--- src/rtl/averager_pkg.sv ---
// Shared types and defaults for the averager acquisition sequencer.
// Latency: n/a (declarations only).
// Backpressure: n/a.
// Contents: state_t (sequencer FSM states), DEFAULT_WIDTH, DEFAULT_TIMEOUT_CYCLES.
package averager_pkg;

  localparam int DEFAULT_WIDTH          = 8;
  localparam int DEFAULT_TIMEOUT_CYCLES = 65536;

  typedef enum logic [2:0] {
    IDLE,
    LOAD,
    ARM,
    WAIT_CLR,
    RUN,
    DONE,
    FAULT
  } state_t;

endpackage

--- src/rtl/averager_watchdog.sv ---
// Stall watchdog: counts enabled cycles, flags expiry at TIMEOUT_CYCLES-1.
// Latency: expired follows the registered count combinationally (0 cycles).
// Backpressure: none; clear wins over enable, count saturates at the limit.
// Ports: clk, rst (sync, active-high), clear, enable -> expired.
module averager_watchdog
  import averager_pkg::*;
#(
  parameter int TIMEOUT_CYCLES = DEFAULT_TIMEOUT_CYCLES
) (
  input  logic clk,
  input  logic rst,
  input  logic clear,
  input  logic enable,
  output logic expired
);

  localparam int            CW    = (TIMEOUT_CYCLES > 2) ? $clog2(TIMEOUT_CYCLES) : 1;
  localparam logic [CW-1:0] LIMIT = CW'(TIMEOUT_CYCLES - 1);

  logic [CW-1:0] r_count;

  always_ff @(posedge clk) begin
    if (rst || clear) begin
      r_count <= '0;
    end else if (enable && (r_count != LIMIT)) begin
      r_count <= r_count + 1'b1;
    end
  end

  assign expired = enable && (r_count == LIMIT);

endmodule

--- src/rtl/averager_sequencer.sv ---
// Acquisition sequencer for an averager: loads config, restarts, waits for target count.
// Latency: start -> restart is 2 cycles; all outputs registered.
// Backpressure: none; start ignored while busy, abort returns to IDLE next cycle.
// Ports: clk, rst | start, abort, cfg_* -> period, threshold, avg_off, restart |
//        avg_ready, avg_n (from averager) | busy, done, error, acq_count (status).
module averager_sequencer
  import averager_pkg::*;
#(
  parameter int WIDTH          = DEFAULT_WIDTH,
  parameter int TIMEOUT_CYCLES = DEFAULT_TIMEOUT_CYCLES
) (
  input  logic                clk,
  input  logic                rst,
  input  logic                start,
  input  logic                abort,
  input  logic [WIDTH-1:0]    cfg_period,
  input  logic [WIDTH-1:0]    cfg_threshold,
  input  logic                cfg_avg_on,
  input  logic [32-WIDTH-1:0] cfg_n_target,
  input  logic                avg_ready,
  input  logic [32-WIDTH-1:0] avg_n,
  output logic                restart,
  output logic                avg_off,
  output logic [WIDTH-1:0]    period,
  output logic [WIDTH-1:0]    threshold,
  output logic                busy,
  output logic                done,
  output logic                error,
  output logic [15:0]         acq_count
);

  localparam int NW = 32 - WIDTH;

  state_t          r_state;
  state_t          w_state_nxt;
  logic [NW-1:0]   r_target;
  logic [NW-1:0]   r_avg_n_prev;
  logic            w_in_watch;
  logic            w_avg_n_chg;
  logic            w_expired;

  assign w_in_watch  = (r_state == WAIT_CLR) || (r_state == RUN);
  assign w_avg_n_chg = (avg_n != r_avg_n_prev);

  // Progress on the averager (any change of avg_n) restarts the stall timer;
  // the timer is held at zero outside the two waiting states, so entering
  // WAIT_CLR always starts from a clean count.
  averager_watchdog #(
    .TIMEOUT_CYCLES(TIMEOUT_CYCLES)
  ) u_watchdog (
    .clk    (clk),
    .rst    (rst),
    .clear  (!w_in_watch || w_avg_n_chg),
    .enable (w_in_watch),
    .expired(w_expired)
  );

  always_ff @(posedge clk) begin
    if (rst) begin
      r_avg_n_prev <= '0;
    end else begin
      r_avg_n_prev <= avg_n;
    end
  end

  // Next-state decode. Forward progress wins over the watchdog when both
  // land in the same cycle; abort overrides everything.
  always_comb begin
    w_state_nxt = r_state;
    case (r_state)
      IDLE, DONE, FAULT: if (start) w_state_nxt = LOAD;
      LOAD:              w_state_nxt = (cfg_threshold >= cfg_period) ? FAULT : ARM;
      ARM:               w_state_nxt = WAIT_CLR;
      WAIT_CLR: begin
        if (avg_n == '0)    w_state_nxt = RUN;
        else if (w_expired) w_state_nxt = FAULT;
      end
      RUN: begin
        if (avg_ready && (avg_n >= r_target)) w_state_nxt = DONE;
        else if (w_expired)                   w_state_nxt = FAULT;
      end
      default:           w_state_nxt = IDLE;
    endcase
    if (abort) w_state_nxt = IDLE;
  end

  // State and every output register together; status flags are decoded
  // from the next state so they line up with the state they describe.
  always_ff @(posedge clk) begin
    if (rst) begin
      r_state   <= IDLE;
      r_target  <= NW'(1);
      restart   <= 1'b0;
      avg_off   <= 1'b0;
      period    <= '0;
      threshold <= '0;
      busy      <= 1'b0;
      done      <= 1'b0;
      error     <= 1'b0;
      acq_count <= '0;
    end else begin
      r_state <= w_state_nxt;
      restart <= (w_state_nxt == ARM);
      busy    <= (w_state_nxt == LOAD) || (w_state_nxt == ARM) ||
                 (w_state_nxt == WAIT_CLR) || (w_state_nxt == RUN);
      done    <= (w_state_nxt == DONE);
      error   <= (w_state_nxt == FAULT);

      if ((r_state == LOAD) && (w_state_nxt == ARM)) begin
        period    <= cfg_period;
        threshold <= cfg_threshold;
        avg_off   <= ~cfg_avg_on;
        // A zero or bypassed target would complete on the stale count, so
        // the minimum meaningful target is one sample.
        r_target  <= (!cfg_avg_on || (cfg_n_target == '0)) ? NW'(1) : cfg_n_target;
      end

      if ((r_state == RUN) && (w_state_nxt == DONE)) begin
        acq_count <= acq_count + 16'd1;
      end
    end
  end

endmodule

--- config.mk ---
export PLATFORM = sky130hd
export DESIGN_NAME = averager_sequencer
export DESIGN_NICKNAME = d
export VERILOG_FILES = /design/src/rtl/averager_pkg.sv /design/src/rtl/averager_watchdog.sv /design/src/rtl/averager_sequencer.sv
export SDC_FILE = /design/constraint.sdc
export NUM_CORES = 1
export LEC_CHECK = 0
export CAP_MARGIN = 30
export CELL_PAD_IN_SITES_DETAIL_PLACEMENT = 1
export CELL_PAD_IN_SITES_GLOBAL_PLACEMENT = 1
export CORE_MARGIN = 3
export CORE_UTILIZATION = 35
export DETAILED_ROUTE_END_ITERATION = 8
export PLACE_DENSITY_LB_ADDON = 0.12
export SYNTH_ARGS = -nofsm -noshare
export SYNTH_HDL_FRONTEND = slang
export SYNTH_SLANG_ARGS = --single-unit
--- constraint.sdc ---
create_clock -name clk -period 2.78 [get_ports clk]
set_input_delay 0.834 -clock clk [delete_from_list [all_inputs] [get_ports clk]]
set_output_delay 0.834 -clock clk [all_outputs]
set_load 0.02 [all_outputs]
Yosys cells after proc, flatten, opt, wreduce, memory -nomap -nowiden
Index checks and enable logic that the tools add are counted.
{ "word_totals": {"regBits": 104, "latchBits": 0, "mem_bits_rw": 0, "rom_bits": 0, "inputBits": 70, "out_inout_bits": 37, "elab_cells": 58, "mem_count": 0} }
{ "op_classes": {"n_addsub": 2, "mul": 0, "n_div": 0, "magnitude_cmp": 2, "n_eq_ne": 15, "n_shift": 0, "n_mux": 8, "n_bitwise": 1, "n_reduce_logical": 18} }
{ "op_table": {"columns": ["cell", "n"], "rows": [
  ["24-bit zero test", 2],
  ["16-bit by 1-bit adder with 16-bit output (second input constant)", 2],
  ["24-bit >= comparator", 1],
  ["24-bit 2-to-1 mux", 1],
  ["24-bit != test", 1],
  ["3-bit equality test (second input constant)", 6],
  ["3-bit 2-to-1 mux", 6],
  ["16-bit equality test (second input constant)", 1],
  ["16-bit != test (second input constant)", 1],
  ["3-bit one-hot mux with 5 select lines", 1],
  ["3-bit by 2-bit equality test with 1-bit output (second input constant)", 4],
  ["8-bit >= comparator", 1],
  ["1-bit logical OR", 7],
  ["3-bit by 1-bit equality test with 1-bit output (second input constant)", 2],
  ["1-bit logical AND", 5],
  ["3-bit zero test", 1],
  ["3-bit OR reduction", 1],
  ["1-bit zero test", 2],
  ["1-bit inverter", 1]
]} }

Longest topological paths before layout
Gate-level depths: netlist of the first run.
{ "logic_depth": {"depth_word": 11, "ltp_mapped": 13, "ltp_nobuf": 10} }

By module
Synthesis of the first run repeated with hierarchy kept, for this count alone.
{ "hier_totals": {"hier_cells": 625, "hier_area_um2": 5600.4} }
{ "by_module_without_submodules": {"columns": ["module", "n_inst", "cells_each", "area_each_um2", "seq_area_each_um2"], "rows": [
  ["averager_sequencer", 1, 530, 4758.3, 1761.7],
  ["averager_watchdog", 1, 95, 842.1, 320.3]
]} }

Least setup slack after synthesis of the first run
No wires, ideal clock.
{ "synth_timing": {"path_type": "input to register", "from": "input avg_n[23]", "to": "register acq_count[12]", "arrival_ns": 2.698, "required_time_ns": 2.709, "path_slack_ns": 0.011, "cell_stages": 9, "n_path_buf": 0, "cell_sequence": "ha_1 -> nand4_1 -> nor4_1 -> nand2_1 -> and3_1 -> a21o_1 -> o2bb2ai_2 -> or4_1 -> a21oi_1"} }
{ "synth_between": {"elab_chain_cells": 7, "elab_cells_between_ends": 9, "classes_between": "order compare: 1; eq/ne: 1; mux: 4; reduce/logical: 3"} }
{ "synth_lines": {"columns": ["item", "line_no", "text"], "rows": [
  ["from (decl)", "averager_sequencer.sv:21", "input logic [32-WIDTH-1:0] avg_n,"],
  ["24-bit >= comparator", "averager_sequencer.sv:79", "if (avg_ready && (avg_n >= r_target)) w_state_nxt = DONE;"],
  ["1-bit logical AND", "averager_sequencer.sv:79", null],
  ["3-bit 2-to-1 mux", "averager_sequencer.sv:79", null],
  ["3-bit one-hot mux with 5 select lines *", "averager_sequencer.sv:70", "case (r_state)"],
  ["3-bit 2-to-1 mux *", "averager_sequencer.sv:84", "if (abort) w_state_nxt = IDLE;"],
  ["3-bit equality test *", "averager_sequencer.sv:118", "if ((r_state == RUN) && (w_state_nxt == DONE)) begin"],
  ["1-bit logical AND *", "averager_sequencer.sv:118", null],
  ["to (signal assigned)", "averager_sequencer.sv:119", "acq_count <= acq_count + 16'd1;"],
  ["to (decl)", "averager_sequencer.sv:29", "output logic [15:0] acq_count"]
]} }
Mark *: on every way between the ends. The rest lies on a longest branch, timed or not.
A chain may end at the register's enable or synchronous reset.

Worst setup path after layout of the first run
{ "layout_timing": {"from": "input avg_n[5]", "to": "register r_target[3]"} }
{ "layout_between": {"elab_chain_cells": 7, "elab_cells_between_ends": 9, "classes_between": "order compare: 1; eq/ne: 1; mux: 4; reduce/logical: 3"} }
{ "layout_lines": {"columns": ["item", "line_no", "text"], "rows": [
  ["24-bit >= comparator", "averager_sequencer.sv:79", null],
  ["1-bit logical AND", "averager_sequencer.sv:79", null],
  ["3-bit 2-to-1 mux", "averager_sequencer.sv:79", null],
  ["3-bit one-hot mux with 5 select lines *", "averager_sequencer.sv:70", null],
  ["3-bit 2-to-1 mux *", "averager_sequencer.sv:84", null],
  ["3-bit by 2-bit equality test with 1-bit output *", "averager_sequencer.sv:109", "if ((r_state == LOAD) && (w_state_nxt == ARM)) begin"],
  ["1-bit logical AND *", "averager_sequencer.sv:109", null],
  ["to (signal assigned)", "averager_sequencer.sv:115", "r_target <= (!cfg_avg_on || (cfg_n_target == '0)) ? NW'(1) : cfg_n_target;"],
  ["to (decl)", "averager_sequencer.sv:36", "logic [NW-1:0] r_target;"]
]} }
Marked as above.

==> results.toml, run 1 <==
[run_status]
status = "finished, final reports clean"

[route]
wirelength_um = 15600
drt-initial-drc-count = 140
drt-pass1-iter-count = 4
ant_nets = 0
vias = 4652
wl_per_cell_um = 17.2
drcViolationCount = 0
viasPerCell = 5.12

[clock_tree]
root_buffer = "clkbuf_16"
cts_tree = "done"
cts_buffers = 9
cts_max_level = 3
cts.sinks = 104
cts.clk_slew.worst_paths_ps = 60
clk_path_buf_depth = 2
holdBufCountCts = 0
clock_latency_ps = 350

[synthesis]
synth-edff-count = 0
syn_nets = 674
ys_async_sr_fraction_pct = 0
synth_top_area_share_pct = 40.8
ys_ff_latch = 104
yosysTopAreaCell = "dfxtp_1"
ys_warn_count = 0
ys_dominant_reg_cell = "dfxtp_1"
yosys-top-cells-count = "104 x dfxtp_1, 64 x nor2_1, 42 x xor2_1"
synth.distinct_cells = 51
syn_area_per_cell_um2 = 8.96
seq_area_frac_synth_pct = 40.8
synth_cells = 570
synthTopCellsByArea = "dfxtp_1 41%, ha_1 8.3%, xor2_1 7.2%"
syn_area_um2 = 5110
post-synth-top-count-cell = "dfxtp_1"

[die]
die_h_um = 127
start_util_pct = 36.2
die_area_um2 = 16100
core_area_um2 = 14100
dieWidth_um = 127
rows = 43
io_pins = 107

[run]
drv_cap = 0

[sta]
slew_viol_final = 0
finalCriticalPeriod_ps = 2740
finalHoldViolations = 0
rsz0062_at_grt = "true"
timing.final.crit_share_pct = 98.6
finClkSkew_ps = 5.98
worst_pin_slew_ps = 426
max_freq_ghz = 0.365
setup_viol = 0
slew_headroom_pct = 71.4

[global_routing]
use_met1_pct = 22.6
antenna_found_initial = 0
grtUsageMet3_pct = 5.77
gr-total-overflow = 0
grt_pass1_vias = 5133
use_met2_pct = 35.1
grt_pass1_wl_um = 25600
grt_max_degree = 27
busiest_layer = "met2"
grt_usage_pct = 19.7

[finish]
drive_gt1_share_pct = 22.1
area_growth_pct = 47.1
fin_cells = 909
fill_cells = 1620
nNetsFinal = 833
utilization_pct = 53.3
n_antenna_cell = 0

[placement]
dp_cells = 883
io_buffer_count = 106
hpwlAfterDp_um = 11100
globalplace.congestion = 0.819

[critical_path]
reg2reg_slack_ps = 270
arrival_ps = 2970
required_ps = 3010
critPathKind = "input port to flip-flop"
critPathLaunchType = "input port"
cp-end-kind = "flip-flop"
path_max_fanout = 26

[power]
total_power_mw = 3.30
power_density_nw_per_um2 = 439
leakagePower_nw = 2.90
peakVddDrop_mv = 0.310

[worst_hold_path]
hold_path.class = "flip-flop to flip-flop"
-- final timing paths --
kind	start	to	cells after the start
worst max-delay path	avg_n[5]	r_target[3]$_SDFFE_PP0P_	12
worst min-delay path	r_target[6]$_SDFFE_PP0P_	r_target[6]$_SDFFE_PP0P_	2
worst max register to register	r_target[17]$_SDFFE_PP0P_	acq_count[9]$_SDFFE_PP0P_	13
worst min register to register	r_target[6]$_SDFFE_PP0P_	r_target[6]$_SDFFE_PP0P_	2
-- per-stage QoR --
stage               cell area, um2  TNS [ps]  hold WS (ps)  setup WS [ps]
finish                        7510         0           487           39.9
CTS                           7330         0           492          0.520
detailed placement            6670    -45140           475           -734
global route                  7510     -90.2           521          -29.6
floorplan                     5110         0           445           10.7
global placement              6670    -38990           477           -698
-- routing by layer --
layer	part of all wire (%)	vias to the layer above
li1	-	2290
met1	42	2237
met2	51	100
met3	4.3	25
met4	2.4	0
met5	0	-
-- sequential cells by signal, indices dropped and copies added (netlist names), 3 cells and up --
register and count:
r_avg_n_prev 24, threshold 8, r_target 24, period 8, acq_count 16, u_watchdog.r_count 16, r_state 3
-- area by class of cell --
| cell class | count | area [um2] | area share (%) |
|---|---|---|---|
| clock inverter | 2 | 60.1 | 0.799 |
| inverter | 39 | 146 | 1.95 |
| clock buffer | 9 | 225 | 3.00 |
| tap | 180 | 225 | 3.00 |
| sequential | 104 | 2080 | 27.7 |
| timing repair buffer | 174 | 1650 | 21.9 |
| multi-input combinational | 401 | 3130 | 41.6 |
-- cell usage in the layout, fill, tap and decap left out, drive strengths merged, types with 2 or more instances in the layout --
master / instances
a211oi: 4
a21o: 2
a21oi: 21
a31oi: 5
and2: 2
and3: 8
buf: 79
bufinv: 2
clkbuf: 15
clkdlybuf4s15: 2
clkdlybuf4s50: 67
dfxtp: 104
dlygate4sd2: 12
dlymetal6s2s: 7
ha: 34
inv: 39
maj3: 2
mux2i: 19
nand2: 27
nand2b: 6
nand3: 37
nand4: 16
nor2: 64
nor2b: 24
nor3: 5
nor4: 20
o21ai: 12
o31ai: 24
or3: 6
xnor2: 5
xor2: 42
-- timing repair --
action	4_1_cts	5_1_grt
endpoints found under the setup margin	63	56
pin swaps	32	21
gates resized for setup	105	60
setup buffers	11	2
gates cloned	2	0
-- power breakdown --
group	leakage, nW	switching, mW	internal [mW]	total, mW
logic	1.92	0.225	0.248	0.473
clock network	0.139	0.526	0.764	1.29
registers	0.845	0.0157	1.52	1.54
-- cells by family after synthesis --
logic type / share of synthesized area [%]
and+or+nand+nor: 22.3
DFF: 40.8
AOI/OAI and AO/OA: 10.3
buffers and inverters: 6.08
xor gates and xnor gates: 8.06
adders and majority gates: 8.72
muxes: 3.72
-- critical path, cell delays in order --
cell and delay, ps:
dlygate4sd2_1 340, nor4_2 340, nand2_1 150, buf_4 170, nor3_4 180, a211oi_2 60
and2_4 190, and3_4 190, buf_12 130, buf_12 150, nand3_1 130, o31ai_2 90
No activity file was read; power rests on OpenSTA's default activity.
==> inputs of run 2 (changes only) <==
CORE_MARGIN = 5   (was 3)
SKIP_LAST_GASP = 1   (was default)
==> run 2 against run 1 <==
Effect of this change:
- largest power group unchanged
- clock-buffer cell count rose by 1
- wire length is 3.6% higher
- largest cell class unchanged
- combinational power is 3% higher
- power fell by 2.1%
- utilization decreased by 1.5 points
==> results.toml, run 2 (same netlist as run 1, synthesis figures left out) <==
[power]
power_density_nw_per_um2 = 433
seqPwrFrac_pct = 47.5
peakVddDrop_mv = 0.316
sw_frac_of_total_pct = 26.1
combPwrFrac_pct = 15.0
leakagePower_nw = 2.83
power_frac_clock_pct = 37.5
intPower_mw = 2.39
switching_power_mw = 0.845

[sta]
finalCriticalPeriod_ps = 2760
slew_headroom_pct = 69.2
slew_viol_final = 0
max_freq_ghz = 0.362
worst_pin_slew_ps = 461
timing.final.crit_share_pct = 99.4
rsz0062_at_grt = "true"
finalHoldViolations = 0
finClkSkew_ps = 8.79
fin_ws_ps = 16.7
setup_viol = 0

[placement]
globalplace.congestion = 0.820
dp_cells = 888
hpwlAfterDp_um = 11300
pre_cts_ws_ps = -746
io_buffer_count = 106
placed_cell_area_um2 = 6680

[finish]
multiInputGateArea_um2 = 3140
drive_gt1_share_pct = 23.3
nNetsFinal = 833
area_growth_pct = 46.2
n_antenna_cell = 0
reg_top3 = "r_avg_n_prev (24), r_target (24)"
fill_cells = 1650
stdcell_area_um2 = 7460
layout_common_cells = "104 x dfxtp_1, 70 x clkdlybuf4s50_1, 61 x nor2_1"
final_common_cell = "dfxtp_1"
fin_cells = 918
register_area_um2 = 2080

[route]
ant_nets = 0
wirelength_um = 16200
drt-pass1-iter-count = 4
vias = 4700
drcViolationCount = 0
drt-initial-drc-count = 154
viasPerCell = 5.12
wl_per_cell_um = 17.7

[worst_hold_path]
min_from = "r_target[11]$_SDFFE_PP0P_"
hold_path.class = "flip-flop to flip-flop"
min_to = "r_target[11]$_SDFFE_PP0P_"
hold_path_depth = 2

[global_routing]
antenna_found_initial = 0
grt_max_degree = 35
grt_pass1_wl_um = 25800
gr-total-overflow = 0
grt_usage_pct = 19.2
grt_pass1_vias = 5227

[die]
start_util_pct = 35.4
die_h_um = 131
io_pins = 107
core_area_um2 = 14400
rows = 44
die_area_um2 = 17100
dieWidth_um = 131

[clock_tree]
cts_buffers = 9
clk_path_buf_depth = 2
cts.clk_slew.worst_paths_ps = 70
cts_tree = "done"
root_buffer = "clkbuf_16"
cts_max_level = 3
cts.sinks = 104
clock_latency_ps = 360

[critical_path]
rr_endpoint = "acq_count[14]$_SDFFE_PP0P_"
r2r_cells = 12
critPathKind = "input port to flip-flop"
r2r_start = "r_target[17]$_SDFFE_PP0P_"
path_max_fanout = 5
arrival_ps = 3060
cp-end-kind = "flip-flop"
reg2reg_slack_ps = 160
critPathLaunchType = "input port"
required_ps = 3080

[run_status]
status = "finished, final reports clean"

[run]
drv_cap = 0
-- run 2: cell count changes in the layout (fill, tap and decap cells not counted), sizes merged --
cell           before  now
bufbuf              1    0
clkdlybuf4s50      67   70
inv                39   41
clkinvlp            0    1
clkbuf             15   18
dlygate4sd2        12    9
clkinv              0    3
dlymetal6s2s        7    3
bufinv              2    0
clkdlybuf4s15       2    5
-- run 2: power by group through the flow --
| stage | clock network, mW | logic [mW] | registers [mW] |
|---|---|---|---|
| 2_1_floorplan | 0 | 0.171 | 1.57 |
| 4_1_cts | 1.25 | 0.463 | 1.53 |
| 3_3_place_gp | 0 | 0.399 | 1.57 |
| 5_1_grt | 1.31 | 0.526 | 1.54 |
| 3_5_place_dp | 0 | 0.413 | 1.57 |
| 6_report | 1.21 | 0.486 | 1.53 |
-- run 2: worst max-delay path, stage by stage --
cell and delay (ps):
buf_4 130, ha_4 260, nand4_1 150, nor4_2 300, buf_4 160, o211ai_1 80
buf_4 160, a21o_1 220, o2bb2ai_4 150, buf_6 140, or3_4 350, a21oi_2 110
-- run 2: metal layers --
| layer | GRT usage, % | vias to the layer above | part of all wire, % |
|---|---|---|---|
| li1 | - | 2299 | - |
| met5 | 0 | - | 0 |
| met4 | 7.86 | 0 | 3.0 |
| met1 | 22.0 | 2279 | 43 |
| met3 | 4.02 | 28 | 3.7 |
| met2 | 34.6 | 94 | 50 |
-- run 2: repair_timing --
action                                  in CTS  in global routing
cloned                                       2                  0
pin swaps                                   37                 37
hold buffers                                 0                  0
buffers inserted                            13                  3
endpoints found under the setup margin      64                 57
gates resized for setup                    108                 64
-- run 2: through the flow --
stage	utilization [%]	hold WS, ps	power, mW	TNS (ps)
3_5_place_dp	46.3	476	1.98	-44950
2_1_floorplan	-	445	1.74	0
5_1_grt	51.8	521	3.38	-90.7
4_1_cts	51.3	500	3.25	0
3_3_place_gp	46.3	475	1.97	-41010
6_report	51.8	493	3.23	0
-- run 2: cell type report --
class,instances,area share (%)
timing repair buffer,174,21.4
multi-input combinational,401,42.0
clock buffer,10,3.07
clock inverter,6,0.587
tap,184,3.08
sequential,104,27.9
inverter,39,1.96
-- run 2: worst max-delay path by stage --
stage	slack, ps	startpoint	cells after the start	to
4_1_cts	4	avg_n[21]	11	acq_count[12]$_SDFFE_PP0P_
2_1_floorplan	10	avg_n[23]	9	acq_count[12]$_SDFFE_PP0P_
3_3_place_gp	-660	cfg_period[7]	12	r_target[11]$_SDFFE_PP0P_
5_1_grt	-40	avg_n[19]	11	acq_count[14]$_SDFFE_PP0P_
6_report	20	avg_n[17]	12	acq_count[14]$_SDFFE_PP0P_
3_5_place_dp	-750	cfg_period[7]	12	r_target[11]$_SDFFE_PP0P_
==> inputs of run 3 (changes only) <==
==> constraint.sdc (replaced) <==
create_clock -name clk -period 2.78 [get_ports clk]
set_input_delay 0.278 -clock clk [delete_from_list [all_inputs] [get_ports clk]]
set_output_delay 0.278 -clock clk [all_outputs]
set_load 0.02 [all_outputs]
==> run 3 against run 2 <==
Effect of this change:
- non-clock buffer count shrank 21
- critical path depth shrank 1
- clock-buffer cell count grew 1
- wire length shrank 9.5%
- critical endpoint is now acq_count[12]$_SDFFE_PP0P_
- combinational power shrank 16%
- maximum frequency grew 5.3%
==> results.toml, run 3 (same netlist as run 1, synthesis figures left out) <==
[run]
drv_cap = 0

[sta]
max_freq_ghz = 0.381
finClkSkew_ps = 7.00
worst_pin_slew_ps = 525
rsz0062_at_grt = "true"
finalCriticalPeriod_ps = 2620
slew_viol_final = 0
timing.final.crit_share_pct = 94.4
setup_viol = 0
finalHoldViolations = 0
slew_headroom_pct = 65.0

[route]
ant_nets = 0
drcViolationCount = 0
drt-pass1-iter-count = 4
wl_per_cell_um = 16.4
wirelength_um = 14700
viasPerCell = 5.05
vias = 4526
drt-initial-drc-count = 172

[critical_path]
critPathLaunchType = "input port"
critPathTopFamily = "simple AND/OR/NAND/NOR gates"
cp_num_cells = 11
r2r_cells = 11
path_buf_inv = 2
rr_endpoint = "acq_count[12]$_SDFFE_PP0P_"
reg2reg_slack_ps = 160
cp-end-kind = "flip-flop"
critPathMaxStageDelay_ps = 440
crit_chain = "clkdlybuf4s50_1 > ha_1 > nand4_1 > nor4_4 > buf_4 > nand2_1 > and3_1 > a21o_1 > o2bb2ai_2 > or4_1 > a21oi_1"
arrival_ps = 2910
critPathKind = "input port to flip-flop"
required_ps = 3070
path_max_fanout = 8
critPathSlowestCell = "clkdlybuf4s50_1"
r2r_start = "r_target[22]$_SDFFE_PP0P_"

[run_status]
status = "finished, final reports clean"

[power]
power_frac_clock_pct = 40.1
peakVddDrop_mv = 0.307
combPwrFrac_pct = 12.5
sw_frac_of_total_pct = 24.1
leakagePower_nw = 2.63
seqPwrFrac_pct = 47.4
power_density_nw_per_um2 = 466
intPower_mw = 2.46
switching_power_mw = 0.781

[finish]
layout_common_cells = "105 x clkdlybuf4s50_1, 104 x dfxtp_1, 64 x nor2_1"
utilization_pct = 48.2
drive_gt1_share_pct = 10.7
stdcell_area_um2 = 6950
n_antenna_cell = 0
final_common_cell = "clkdlybuf4s50_1"
area_growth_pct = 36.0
nNetsFinal = 812
fin_cells = 897
reg_top3 = "r_avg_n_prev (24), r_target (24)"

[die]
die_h_um = 131
start_util_pct = 35.4
rows = 44
io_pins = 107
core_area_um2 = 14400
dieWidth_um = 131
die_area_um2 = 17100

[global_routing]
grt_pass1_wl_um = 23900
grt_usage_pct = 17.6
antenna_found_initial = 0
gr-total-overflow = 0
grt_max_degree = 52
grt_pass1_vias = 5013

[placement]
globalplace.congestion = 0.768
io_buffer_count = 106
hpwlAfterDp_um = 11300
placed_cell_area_um2 = 6630
dp_cells = 881

[clock_tree]
cts_tree = "done"
cts.clk_slew.worst_paths_ps = 70
holdBufCountCts = 0
cts_max_level = 3
clock_latency_ps = 360
root_buffer = "clkbuf_16"
clk_path_buf_depth = 2
cts.sinks = 104
cts_buffers = 9

[worst_hold_path]
min_from = "rst"
hold_path.class = "input port to flip-flop"
min_to = "restart$_SDFF_PP0_"
hold_path_depth = 2
==> run 3: changes by cell type in the layout (fill, tap and decap cells not counted), moves of 5 or more <==
cell / before / now
buf_4: 57 / 44
clkdlybuf4s50_1: 70 / 105
ha_1: 18 / 34
o31ai_2: 8 / 0
dlygate4sd2_1: 9 / 0
o31ai_1: 16 / 24
clkbuf_2: 8 / 0
ha_4: 15 / 0
buf_6: 10 / 0
nor4_1: 12 / 18
buf_2: 6 / 1
==> run 3: worst max path at each step <==
stage,startpoint,to,slack (ps)
global placement,avg_n[16],acq_count[10]$_SDFFE_PP0P_,-170
finish,avg_n[21],acq_count[12]$_SDFFE_PP0P_,160
global route,r_target[22]$_SDFFE_PP0P_,acq_count[10]$_SDFFE_PP0P_,-10
detailed placement,cfg_period[7],period[4]$_SDFFE_PP0P_,-230
floorplan,r_target[23]$_SDFFE_PP0P_,acq_count[12]$_SDFFE_PP0P_,520
CTS,r_target[17]$_SDFFE_PP0P_,acq_count[12]$_SDFFE_PP0P_,100
==> run 3: repair_timing <==
| action | CTS | global route |
|---|---|---|
| setup buffers | 0 | 0 |
| endpoints found under the setup margin | 0 | 53 |
| resized for setup | 0 | 3 |
==> run 3: final cells by class <==
| cell class | count | area [um2] |
|---|---|---|
| fill | 1692 | 7480 |
| multi-input combinational | 401 | 2740 |
| sequential | 104 | 2080 |
| timing repair buffer | 153 | 1450 |
| clock buffer | 11 | 243 |
| tap | 184 | 230 |
| inverter | 39 | 146 |
| clock inverter | 5 | 56.3 |
==> run 3: worst reg2reg max path, cell delays in order (launching register included) <==
cell and delay [ps]:
dfxtp_1 320, inv_1 80, ha_1 300, nand4_1 160
nor4_4 340, buf_4 160, nand2_1 40, and3_1 210
a21o_1 200, o2bb2ai_2 180, or4_1 410, a21oi_1 160
==> run 3: routing by layer <==
| metal | routed length [um] | share of wire (%) | GRT usage, % |
|---|---|---|---|
| met5 | 0 | 0 | 0 |
| met1 | 6230 | 42 | 19.7 |
| met2 | 7340 | 50 | 32.2 |
| met4 | 251 | 1.7 | 5.44 |
| met3 | 851 | 5.8 | 5.20 |
==> run 3: stage by stage <==
step | hold WS, ps | power, mW | setup TNS [ps] | setup slack [ps]
after floorplan | 370 | 1.74 | 0 | 516
after global placement | 473 | 1.96 | -4180 | -169
after detailed placement | 477 | 1.97 | -9200 | -225
after CTS | 358 | 3.28 | 0 | 100
after global routing | 401 | 3.37 | -24.7 | -14.3
final | 368 | 3.24 | 0 | 156
==> run 3: power groups by stage <==
stage	logic [mW]	registers [mW]	clock network, mW
2_1_floorplan	0.171	1.57	0
3_3_place_gp	0.392	1.57	0
3_5_place_dp	0.405	1.57	0
4_1_cts	0.409	1.53	1.34
5_1_grt	0.446	1.54	1.38
6_report	0.406	1.53	1.30
